===== src/rtl/stack_mem_loader.sv =====
// stack_mem_loader: unified program/data memory for the stack-machine core.
// - Combinational read port feeding the core's data_in.
// - Decodes the core's two-cycle store (0xFF marker, then address/data) into writes.
// - After reset, loads a byte-serial program image while holding the core in
//   reset, then releases it.
// Optional feature macro: STACK_MEM_WRITE_PROTECT_EN
//   When defined, core stores to words 0..PROT_LIMIT-1 are suppressed.
module stack_mem_loader #(
   parameter int         DEPTH      = 32,
   parameter logic [7:0] FILL       = 8'hFF,
   parameter int         PROT_LIMIT = 8
) (
   input  logic       clock,
   input  logic       reset,
   input  logic [7:0] cpu_addr,
   input  logic [7:0] cpu_wdata,
   output logic [7:0] cpu_rdata,
   output logic       cpu_reset,
   input  logic       load_valid,
   input  logic [7:0] load_data,
   input  logic       load_last,
   output logic       load_ready,
   input  logic       reload,
   output logic       running
);

   localparam int               PTR_W     = (DEPTH > 1) ? $clog2(DEPTH) : 1;
   localparam logic [8:0]       DEPTH_LIM = 9'(DEPTH);
   localparam logic [PTR_W-1:0] LAST_PTR  = PTR_W'(DEPTH - 1);

   // Parameter legality is checked at elaboration so a bad DEPTH or
   // PROT_LIMIT cannot silently produce a truncated address decode.
   if (DEPTH < 2 || DEPTH > 256 || PROT_LIMIT < 0 || PROT_LIMIT > 256) begin : g_bad_param
      $error("stack_mem_loader: DEPTH must be 2..256 and PROT_LIMIT 0..256");
   end

   typedef enum logic {LOAD, RUN}   top_state_t;
   typedef enum logic {IDLE, ARMED} wr_state_t;

   top_state_t       state, state_next;
   wr_state_t        wr_state, wr_next;
   logic [PTR_W-1:0] load_ptr, ptr_next;
   logic [7:0]       mem [DEPTH];

   logic             load_accept;
   logic             load_done;
   logic             addr_in_range;
   logic             addr_writable;
   logic             store_en;

   // Address decode uses the full 8-bit address so out-of-range never aliases.
   always_comb begin
      addr_in_range = ({1'b0, cpu_addr} < DEPTH_LIM);
`ifdef STACK_MEM_WRITE_PROTECT_EN
      addr_writable = addr_in_range && !({1'b0, cpu_addr} < 9'(PROT_LIMIT));
`else
      addr_writable = addr_in_range;
`endif
   end

   // Loader handshake and store qualification; reload drops an ARMED store.
   always_comb begin
      load_accept = (state == LOAD) && load_valid;
      load_done   = load_accept && (load_last || (load_ptr == LAST_PTR));
      store_en    = (state == RUN) && (wr_state == ARMED) && !reload && addr_writable;
   end

   // Zero-latency read path, valid in every state.
   always_comb begin
      // NOTE: default first so every path assigns the output and no latch is inferred.
      cpu_rdata = 8'h00;
      if (addr_in_range) begin
         cpu_rdata = mem[cpu_addr[PTR_W-1:0]];
      end
   end

   // Next-state and outputs for the top FSM, store decoder and load pointer.
   always_comb begin
      state_next = state;
      wr_next    = IDLE;
      ptr_next   = load_ptr;
      cpu_reset  = 1'b1;
      load_ready = 1'b1;
      running    = 1'b0;
      unique case (state)
         LOAD: begin
            if (load_accept) begin
               if (load_done) begin
                  state_next = RUN;
                  ptr_next   = '0;
               end else begin
                  ptr_next = load_ptr + 1'b1;
               end
            end
         end
         RUN: begin
            cpu_reset  = 1'b0;
            load_ready = 1'b0;
            running    = 1'b1;
            if (reload) begin
               state_next = LOAD;
               ptr_next   = '0;
            end else if (wr_state == IDLE && cpu_wdata == 8'hFF) begin
               wr_next = ARMED;
            end
         end
         default: state_next = LOAD;
      endcase
   end

   // State registers for the top FSM, store decoder and load pointer.
   always_ff @(posedge clock or posedge reset) begin
      if (reset) begin
         state    <= LOAD;
         wr_state <= IDLE;
         load_ptr <= '0;
      end else begin
         // NOTE: non-blocking assignments so every register samples pre-edge values.
         state    <= state_next;
         wr_state <= wr_next;
         load_ptr <= ptr_next;
      end
   end

   // Memory array: loader writes in LOAD, decoded core stores in RUN.
   always_ff @(posedge clock or posedge reset) begin
      if (reset) begin
         // NOTE: the memory is deliberately reset so unloaded words read as the NUL opcode.
         for (int i = 0; i < DEPTH; i++) begin
            mem[i] <= FILL;
         end
      end else if (load_accept) begin
         mem[load_ptr] <= load_data;
      end else if (store_en) begin
         mem[cpu_addr[PTR_W-1:0]] <= cpu_wdata;
      end
   end

endmodule


===== config.mk =====
export PLATFORM = sky130hd
export DESIGN_NAME = stack_mem_loader
export DESIGN_NICKNAME = d
export VERILOG_FILES = /design/src/rtl/stack_mem_loader.sv
export SDC_FILE = /design/constraint.sdc
export NUM_CORES = 1
export LEC_CHECK = 0
export CAP_MARGIN = 10
export CELL_PAD_IN_SITES_DETAIL_PLACEMENT = 0
export CELL_PAD_IN_SITES_GLOBAL_PLACEMENT = 1
export CORE_MARGIN = 3
export CORE_UTILIZATION = 30
export DETAILED_ROUTE_END_ITERATION = 16
export PLACE_DENSITY_LB_ADDON = 0.05
export SLEW_MARGIN = 30
export SYNTH_ARGS = -nofsm -noshare
export SYNTH_HDL_FRONTEND = slang
export SYNTH_SLANG_ARGS = --single-unit

===== constraint.sdc =====
create_clock -name clock -period 9.7 [get_ports clock]
set_input_delay 1.94 -clock clock [delete_from_list [all_inputs] [get_ports clock]]
set_output_delay 1.94 -clock clock [all_outputs]
set_load 0.03 [all_outputs]

After elaboration in Yosys (flattened, before gate mapping). Cells that the tools add are included.

Logic and storage cells: 86. Flip-flop bits (word level): 263. Input port bits: 29. Output and inout port bits: 11.

Mux-type cells: 25. Bitwise logic cells: 4. Equality and inequality tests: 4. Reductions and logical operators: 12. Add/sub/neg operators: 1. $lt $le $gt $ge: 5.

Operators with widths (number): bitwise mux 256 bit (2); two-way mux 256 bit (2); demux 8 bit (select 5 bit) (2); binary-select mux 8 bit (select 5 bit) (1); two-way mux 8 bit (5); two-way mux 5 bit (3); >= comparator 6 bit (second input constant) (2); less-than comparator 6 x 1 -> 1 bit (second input constant) (2); NOT 5 -> 6 bit (2); case mux 5 bit (2 select lines) (1); equality test 8 bit (second input constant) (1); logical AND 1 bit (8); less-than comparator 8 x 6 -> 1 bit (second input constant) (1); two-way mux 1 bit (8); adder 5 x 1 -> 5 bit (second input constant) (1); equality test 5 bit (second input constant) (1); inequality test 2 bit (second input constant) (2); NOT 1 bit (2); case mux 1 bit (2 select lines) (1); AND reduction 2 bit (1); nonzero test 2 bit (1); zero test 1 bit (1); logical OR 1 bit (1).

Logic depth before layout (Yosys ltp). Gate-level depths: netlist of the first run.

Depth after elaboration: 8. Mapped depth: 8. Depth with buffers taken out: 7.

Worst setup path before layout of the first run. No wires, ideal clock.

Path kind: input-to-output. Start point: input cpu_addr[4]. End point: output cpu_rdata[0]. Path buffers: 3. Data arrival time: 3.695 ns. Path slack: 4.065 ns. Stages: 7. Cell sequence: buf_2 > buf_4 > or4b_1 > clkbuf_1 > o22ai_1 > nor2_1 > a31oi_1.

Longest elaborated chain between the ends: 5. Elaborated cells between the ends (all ways): 6. Classes of those cells: order compare: 1; mux: 4; bitwise: 1.

Ends and longest elaborated chain: start: declaration (RTL line 15) `input logic [7:0] cpu_addr,`; NOT 5 -> 6 bit (not written as such) (RTL line 73) `cpu_rdata = mem[cpu_addr[PTR_W-1:0]];`; binary-select mux 8 bit (select 5 bit) (RTL line 73); two-way mux 8 bit (not written as such) (2 in series) (RTL line 73); two-way mux 8 bit (*) (RTL line 72) `if (addr_in_range) begin`; end: declaration (RTL line 17) `output logic [7:0] cpu_rdata,`.

Mark *: on every way between the ends. The rest lies on a longest branch, timed or not. The select of a mux whose other input is x is not followed.

Worst setup path in the final report of the first run.
Start point: input cpu_addr[4]. End point: output cpu_rdata[5].

Same word-level chain as after synthesis.

==> results.tsv, run 1 <==
stage	metric	value	unit
synth	Post-Syn Area per Cell	11.5	sq um
synth	Yosys cell types	64	
setup_path	critical path type	in2out	
detailed_routing	number of remaining DRC errors	0	
setup_path	dominant delay contributor by cell family on the critical path	buffers and inverters	
grt	Congestion Overflow GR	0	
finish	layout cell share with drive strength beyond 1	39.3	%
placement	PortBufs	39	
detailed_routing	Via-to-Cell Ratio	6.07	
finish	Nets	1401	
die	die area	0.0566	sq mm
setup_path	CP max-delay cell	clkdlybuf4s50_1	
sta	Final period util	79.9	%
clock_network	CTS H-tree depth	2	
grt	largest net degree at the start of global routing	94	
setup_path	CP Data Required Time	7.76	ns
sta	maximum clock rate	129	MHz
setup_path	type of origin of the critical path	input pin	
clock_network	CTS Buf Count	36	
clock_network	Worst-Skew Late Latency	0.54	ns
setup_path	CP Cell Sequence	clkdlybuf4s50_1 -> nand4b_1 -> o22ai_1 -> nor4_1 -> a31oi_1 -> clkdlybuf4s50_1	
placement	Final Wtd Congestion	0.851	
synth	net count after synthesis	1439	
power	maximum vdd ir drop	0.0957	mV
finish	Layout Cells excl Fill	2076	
clock_network	clock tree buffer depth	3	
sta	setup TNS	0	ns
placement	HPWL Detailed	44200	um
setup_path	crit-path max FO	28	
synth	Top FF cell, synth	dfstp_2	
min_path	Hold/Removal Path Class	reg2reg	
die	initial core utilization	30.5	%
clock_network	Worst-path clk slew	0.05	ns
outcome	status	finished clean	
synth	cell taking the most area after synthesis	dfstp_2	
sta	RSZ-0062 raised after global routing	no	
clock_network	# resized after CTS	0	
finish	Layout area overhead	11.7	%
power	leakage power total	6.68	nW
grt	Total Routing Usage GR	23.9	%
synth	Cells after Synth	1405	
placement	Placed Cells	2016	
clock_network	CTS tree	built	
grt	global-route wire length before repair	99000	um
detailed_routing	wire length per cell	32.9	um
setup_path	max incr delay on CP	1.11	ns
setup_path	worst path buffer plus inverter count	2	
setup_path	Crit. End Element	output pin	
synth	most frequent cell after synthesis	dfstp_2	
sta	setup violators final	0	
grt	initial antenna violation count	1	
finish	ANT cells	0	
run	Max Cap Viol	0	
clock_network	CTS sink cnt	263	
detailed_routing	Post-DRT Antenna Nets	0	
detailed_routing	initial DRC count	942	
synth	area share of the largest cell type after synthesis	41.7	%
die	Die Ht	238	um
sta	Max Slew Vio Count	0	
sta	Hold Vio Cnt, Final	0	
clock_network	Post-CTS Setup Bufs	0	
sta	slew at the pin with the worst max-slew slack	0.978	ns
setup_path	crit path DAT	5.81	ns
synth	Ys Warns	0	
sta	Fin Hold WS	0.504	ns
synth	fraction of registers with async set/reset	100	%
die	Core Footprint	0.0529	sq mm
synth	FF+latch count, synth	263	
power	Power Density	155	mW/mm^2
die	FP Rows	84	
detailed_routing	Vias	12600	
sta	skew final	0.00988	ns
detailed_routing	Initial DRT Pass Iterations	7	
setup_path	cell repeated most along the worst path	clkdlybuf4s50_1	
die	I/O pin count	40	
clock_network	# hold bufs at CTS	0	
detailed_routing	Routed Wire Length	68400	um
synth	Synth area leaders	dfstp_2, o2bb2ai_1, mux2i_1	
clock_network	clock root buffer	clkbuf_16	
synth	number of flops mapped to enable cells by yosys	0	
sta	minimum clock period after layout	7.75	ns
die	die width	238	um
synth	Post-synth top cells	dfstp_2, o2bb2ai_1, mux2i_1	
sta	Rel. slew slack	34.5	%
synth	Mapped Area	0.0161	sq mm
synth	Seq/Total Area, Yosys	42.7	%
grt	vias in the first global route	12800	
-- worst register-to-register path: stages, from the launching register on --
cell      delay (ns)
dfrtp_1         0.46
ha_1            0.57
nand2b_1        0.46
nor2_2          0.69
o21ai_2         0.36
mux2_2          0.40
-- state kept, by name (all words and copies together), names as in the netlist --
signal / count
mem: 256
state: 1
load_ptr: 5
wr_state: 1
-- logic make-up (layout without fill, tap and decap cells) --
| group | count (synthesis) | count (layout) | share of synthesized area [%] |
|---|---|---|---|
| fa+ha+maj | 5 | 5 | 0.387 |
| compound gates | 438 | 438 | 23.1 |
| buf+inv | 173 | 156 | 5.05 |
| simple gates | 238 | 238 | 8.70 |
| mux | 288 | 288 | 20.0 |
| flops | 263 | 263 | 42.7 |
-- area by class of cell --
class / count / area (sq um)
Multi-Input combinational cell: 969 / 8460
Sequential cell: 263 / 6900
Clock buffer: 55 / 1080
Clock inverter: 4 / 20.0
Timing Repair Buffer: 56 / 553
Tap cell: 688 / 861
Fill cell: 5298 / 34800
Inverter: 41 / 161
-- report_power, final --
group	switching (W)	leakage, nW	total (W)	internal [W]
Sequential	0.0000199	2.74	0.00116	0.00114
Clock	0.000524	0.547	0.00129	0.000763
Combinational	0.000246	3.39	0.000342	0.0000951
Total	0.000791	6.68	0.00279	0.00200
-- final timing paths --
kind | startpoint | to | slack (ns) | cells past startpoint
hold reg to reg | mem[125]$_DFFE_PP1P_ | mem[125]$_DFFE_PP1P_ | 0.50 | 2
setup / recovery | cpu_addr[4] | cpu_rdata[5] | 1.95 | 6
max in group asynchronous | reset | mem[84]$_DFFE_PP1P_ | 5.98 | 5
min in group asynchronous | reset | mem[36]$_DFFE_PP1P_ | 2.30 | 2
hold / removal | mem[125]$_DFFE_PP1P_ | mem[125]$_DFFE_PP1P_ | 0.50 | 2
setup reg to reg | load_ptr[0]$_DFFE_PP0P_ | mem[35]$_DFFE_PP1P_ | 6.68 | 5
-- cell usage in the layout, fill, tap and decap left out, drive strengths merged, types with 3 or more instances in the layout --
| cell type | n |
|---|---|
| o221ai | 37 |
| clkinv | 4 |
| or4bb | 4 |
| nand4bb | 5 |
| and3b | 4 |
| o211ai | 3 |
| o2bb2ai | 160 |
| ha | 5 |
| nor2b | 5 |
| nor3b | 3 |
| nand2b | 7 |
| a32oi | 5 |
| nand4b | 5 |
| nand3b | 3 |
| nand2 | 71 |
| nand4 | 3 |
| dfstp | 256 |
| nand3 | 27 |
| nor2 | 44 |
| clkbuf | 55 |
| a211oi | 59 |
| buf | 26 |
| o21ai | 23 |
| or4b | 7 |
| or2 | 3 |
| inv | 41 |
| nor4 | 8 |
| mux2i | 128 |
| and3 | 13 |
| nor3 | 18 |
| a221o | 59 |
| a31o | 3 |
| clkdlybuf4s50 | 30 |
| o22ai | 64 |
| dfrtp | 7 |
| a31oi | 17 |
| mux2 | 160 |
| o21a | 3 |
-- through the flow --
step / setup slack [ns] / utilization, % / power, W / cell area (sq um)
floorplan: 0.943 / - / 0.00137 / 16100
global placement: 2.14 / 31.9 / 0.00152 / 16800
detailed placement: 2.04 / 32.0 / 0.00152 / 16900
CTS: 2.03 / 34.1 / 0.00283 / 18000
global route: 1.88 / 34.1 / 0.00288 / 18000
finish: 1.95 / 34.1 / 0.00279 / 18000
-- layer usage --
metal  track usage [%]  up-vias  routed length, um
met5                 0        -                  0
met4              5.57        0               1300
met3              3.10       83               2990
met2              36.4      356              30300
li1                  -     5455                  -
met1              36.0     6708              33800
No activity file was read; power rests on OpenSTA's default activity.
==> inputs of run 2 (changes only) <==
- clock period: 9.7 -> 7.2 ns (I/O delays scaled with it)
==> run 2 against run 1 <==
- clock skew up 0.0020 ns
- critical path depth did not move
- sequential share of layout area shrank 0.40 points
- critical endpoint is now cpu_rdata[4]
- total power increased by 42%
- largest power group unchanged
- global-route usage up 0.059 points
- core utilization grew 0.36 points
==> results.tsv, run 2 (synthesis results as in run 1) <==
stage	metric	value	unit
sta	slew at the pin with the worst max-slew slack	1.03	ns
grt	Total Routing Usage GR	24.0	%
setup_path	crit-path max FO	28	
setup_path	critical path type	in2out	
finish	multi-input logic area	0.00845	sq mm
setup_path	cell repeated most along the worst path	clkdlybuf4s50_1	
clock_network	Worst-Skew Late Latency	0.55	ns
sta	skew final	0.0119	ns
die	initial core utilization	30.5	%
power	Power Density	217	mW/mm^2
clock_network	Worst-path clk slew	0.06	ns
clock_network	# resized after CTS	0	
setup_path	max incr delay on CP	0.88	ns
die	die area	0.0566	sq mm
sta	minimum clock period after layout	6.35	ns
die	die width	238	um
die	Die Ht	238	um
finish	max reg flops	256	
finish	layout cell share with drive strength beyond 1	40.1	%
finish	Largest regs	mem: 256 flops, load_ptr: 5 flops	
clock_network	clock tree buffer depth	3	
finish	Layout area overhead	12.9	%
finish	Biggest register	mem	
grt	largest net degree at the start of global routing	152	
placement	area post-placement	0.0170	sq mm
finish	commonest non-fill, non-tap cell in the layout	dfstp_2	
grt	global-route wire length before repair	98100	um
clock_network	CTS Buf Count	36	
grt	Congestion Overflow GR	0	
power	total power	0.00396	W
outcome	status	finished clean	
sta	Final period util	88.2	%
clock_network	CTS H-tree depth	2	
sta	Hold Vio Cnt, Final	0	
setup_path	Crit. End Element	output pin	
finish	fill cell total of the finished layout	5305	
detailed_routing	Initial DRT Pass Iterations	5	
sta	Max Slew Vio Count	0	
sta	setup violators final	0	
clock_network	clock root buffer	clkbuf_16	
die	Core Footprint	0.0529	sq mm
detailed_routing	initial DRC count	944	
die	I/O pin count	40	
detailed_routing	wire length per cell	32.9	um
run	Max Cap Viol	0	
min_path	Hold/Removal Path Class	reg2reg	
placement	Placed Cells	2028	
clock_network	CTS sink cnt	263	
grt	initial antenna violation count	0	
finish	ANT cells	0	
detailed_routing	Post-DRT Antenna Nets	0	
setup_path	crit path DAT	4.91	ns
setup_path	CP Data Required Time	5.76	ns
die	FP Rows	84	
detailed_routing	Vias	12400	
finish	Layout Cells excl Fill	2091	
sta	maximum clock rate	158	MHz
finish	most frequent cells in the layout	dfstp_2, o2bb2ai_1, mux2i_1	
sta	RSZ-0062 raised after global routing	no	
clock_network	CTS tree	built	
clock_network	Post-CTS Setup Bufs	0	
finish	Final Cell Area	0.0182	sq mm
power	maximum vdd ir drop	0.129	mV
clock_network	# hold bufs at CTS	0	
setup_path	type of origin of the critical path	input pin	
detailed_routing	Via-to-Cell Ratio	5.93	
grt	vias in the first global route	12300	
placement	PortBufs	39	
setup_path	CP max-delay cell	or4b_1	
detailed_routing	Routed Wire Length	68800	um
finish	Nets	1413	
detailed_routing	number of remaining DRC errors	0	
finish	Final Util	34.5	%
finish	Reg area	0.00690	sq mm
sta	setup TNS	0	ns
placement	HPWL Detailed	44100	um
setup_path	CP Cell Sequence	clkdlybuf4s50_1 -> or4b_1 -> o22ai_1 -> nor2_1 -> a31oi_1 -> clkdlybuf4s50_1	
placement	Final Wtd Congestion	0.822	
power	leakage power total	6.77	nW
sta	Rel. slew slack	31.2	%
==> run 2: critical path, delay by kind of cell <==
| family | cells | cell delay (ns) |
|---|---|---|
| AO/OA/AOI/OAI | 2 | 0.82 |
| buffers and inverters | 2 | 1.61 |
| AND/OR/NAND/NOR | 2 | 1.03 |
==> run 2: report_power, final <==
part / internal [W] / switching, W / total [W]
Clock: 0.00119 / 0.000732 / 0.00193
Combinational: 0.000130 / 0.000334 / 0.000465
Sequential: 0.00154 / 0.0000296 / 0.00157
Total: 0.00287 / 0.00110 / 0.00396
==> run 2: final cells by class <==
cell class	count	area share (%)
Clock buffer	49	5.55
Clock inverter	13	1.19
Inverter	41	0.865
Multi-Input combinational cell	969	46.4
Sequential cell	263	37.9
Tap cell	688	4.72
Timing Repair Buffer	68	3.44
==> run 2: worst paths after layout <==
kind,startpoint,endpoint,slack [ns],cells past startpoint
hold / removal,mem[195]$_DFFE_PP1P_,mem[195]$_DFFE_PP1P_,0.51,2
min in group asynchronous,reset,mem[2]$_DFFE_PP1P_,1.66,2
setup / recovery,cpu_addr[2],cpu_rdata[4],0.85,6
hold reg to reg,mem[195]$_DFFE_PP1P_,mem[195]$_DFFE_PP1P_,0.51,2
max in group asynchronous,reset,mem[227]$_DFFE_PP1P_,4.24,4
setup reg to reg,state$_DFF_PP0_,mem[111]$_DFFE_PP1P_,4.11,5
==> run 2: layer usage <==
layer  vias to the layer above  share of wire, %  global-route usage, %
li1                       5485                 -                      -
met1                      6528                50                   36.1
met2                       319                43                   35.9
met3                        61               4.9                   4.65
met4                         0               1.7                   4.53
met5                         -                 0                      0
==> run 2: through the flow <==
stage | hold WS (ns) | setup slack, ns
2_1_floorplan | 0.487 | 2.50
3_3_place_gp | 0.495 | 0.957
3_5_place_dp | 0.503 | 0.943
4_1_cts | 0.512 | 0.927
5_1_grt | 0.526 | 0.778
6_report | 0.509 | 0.852
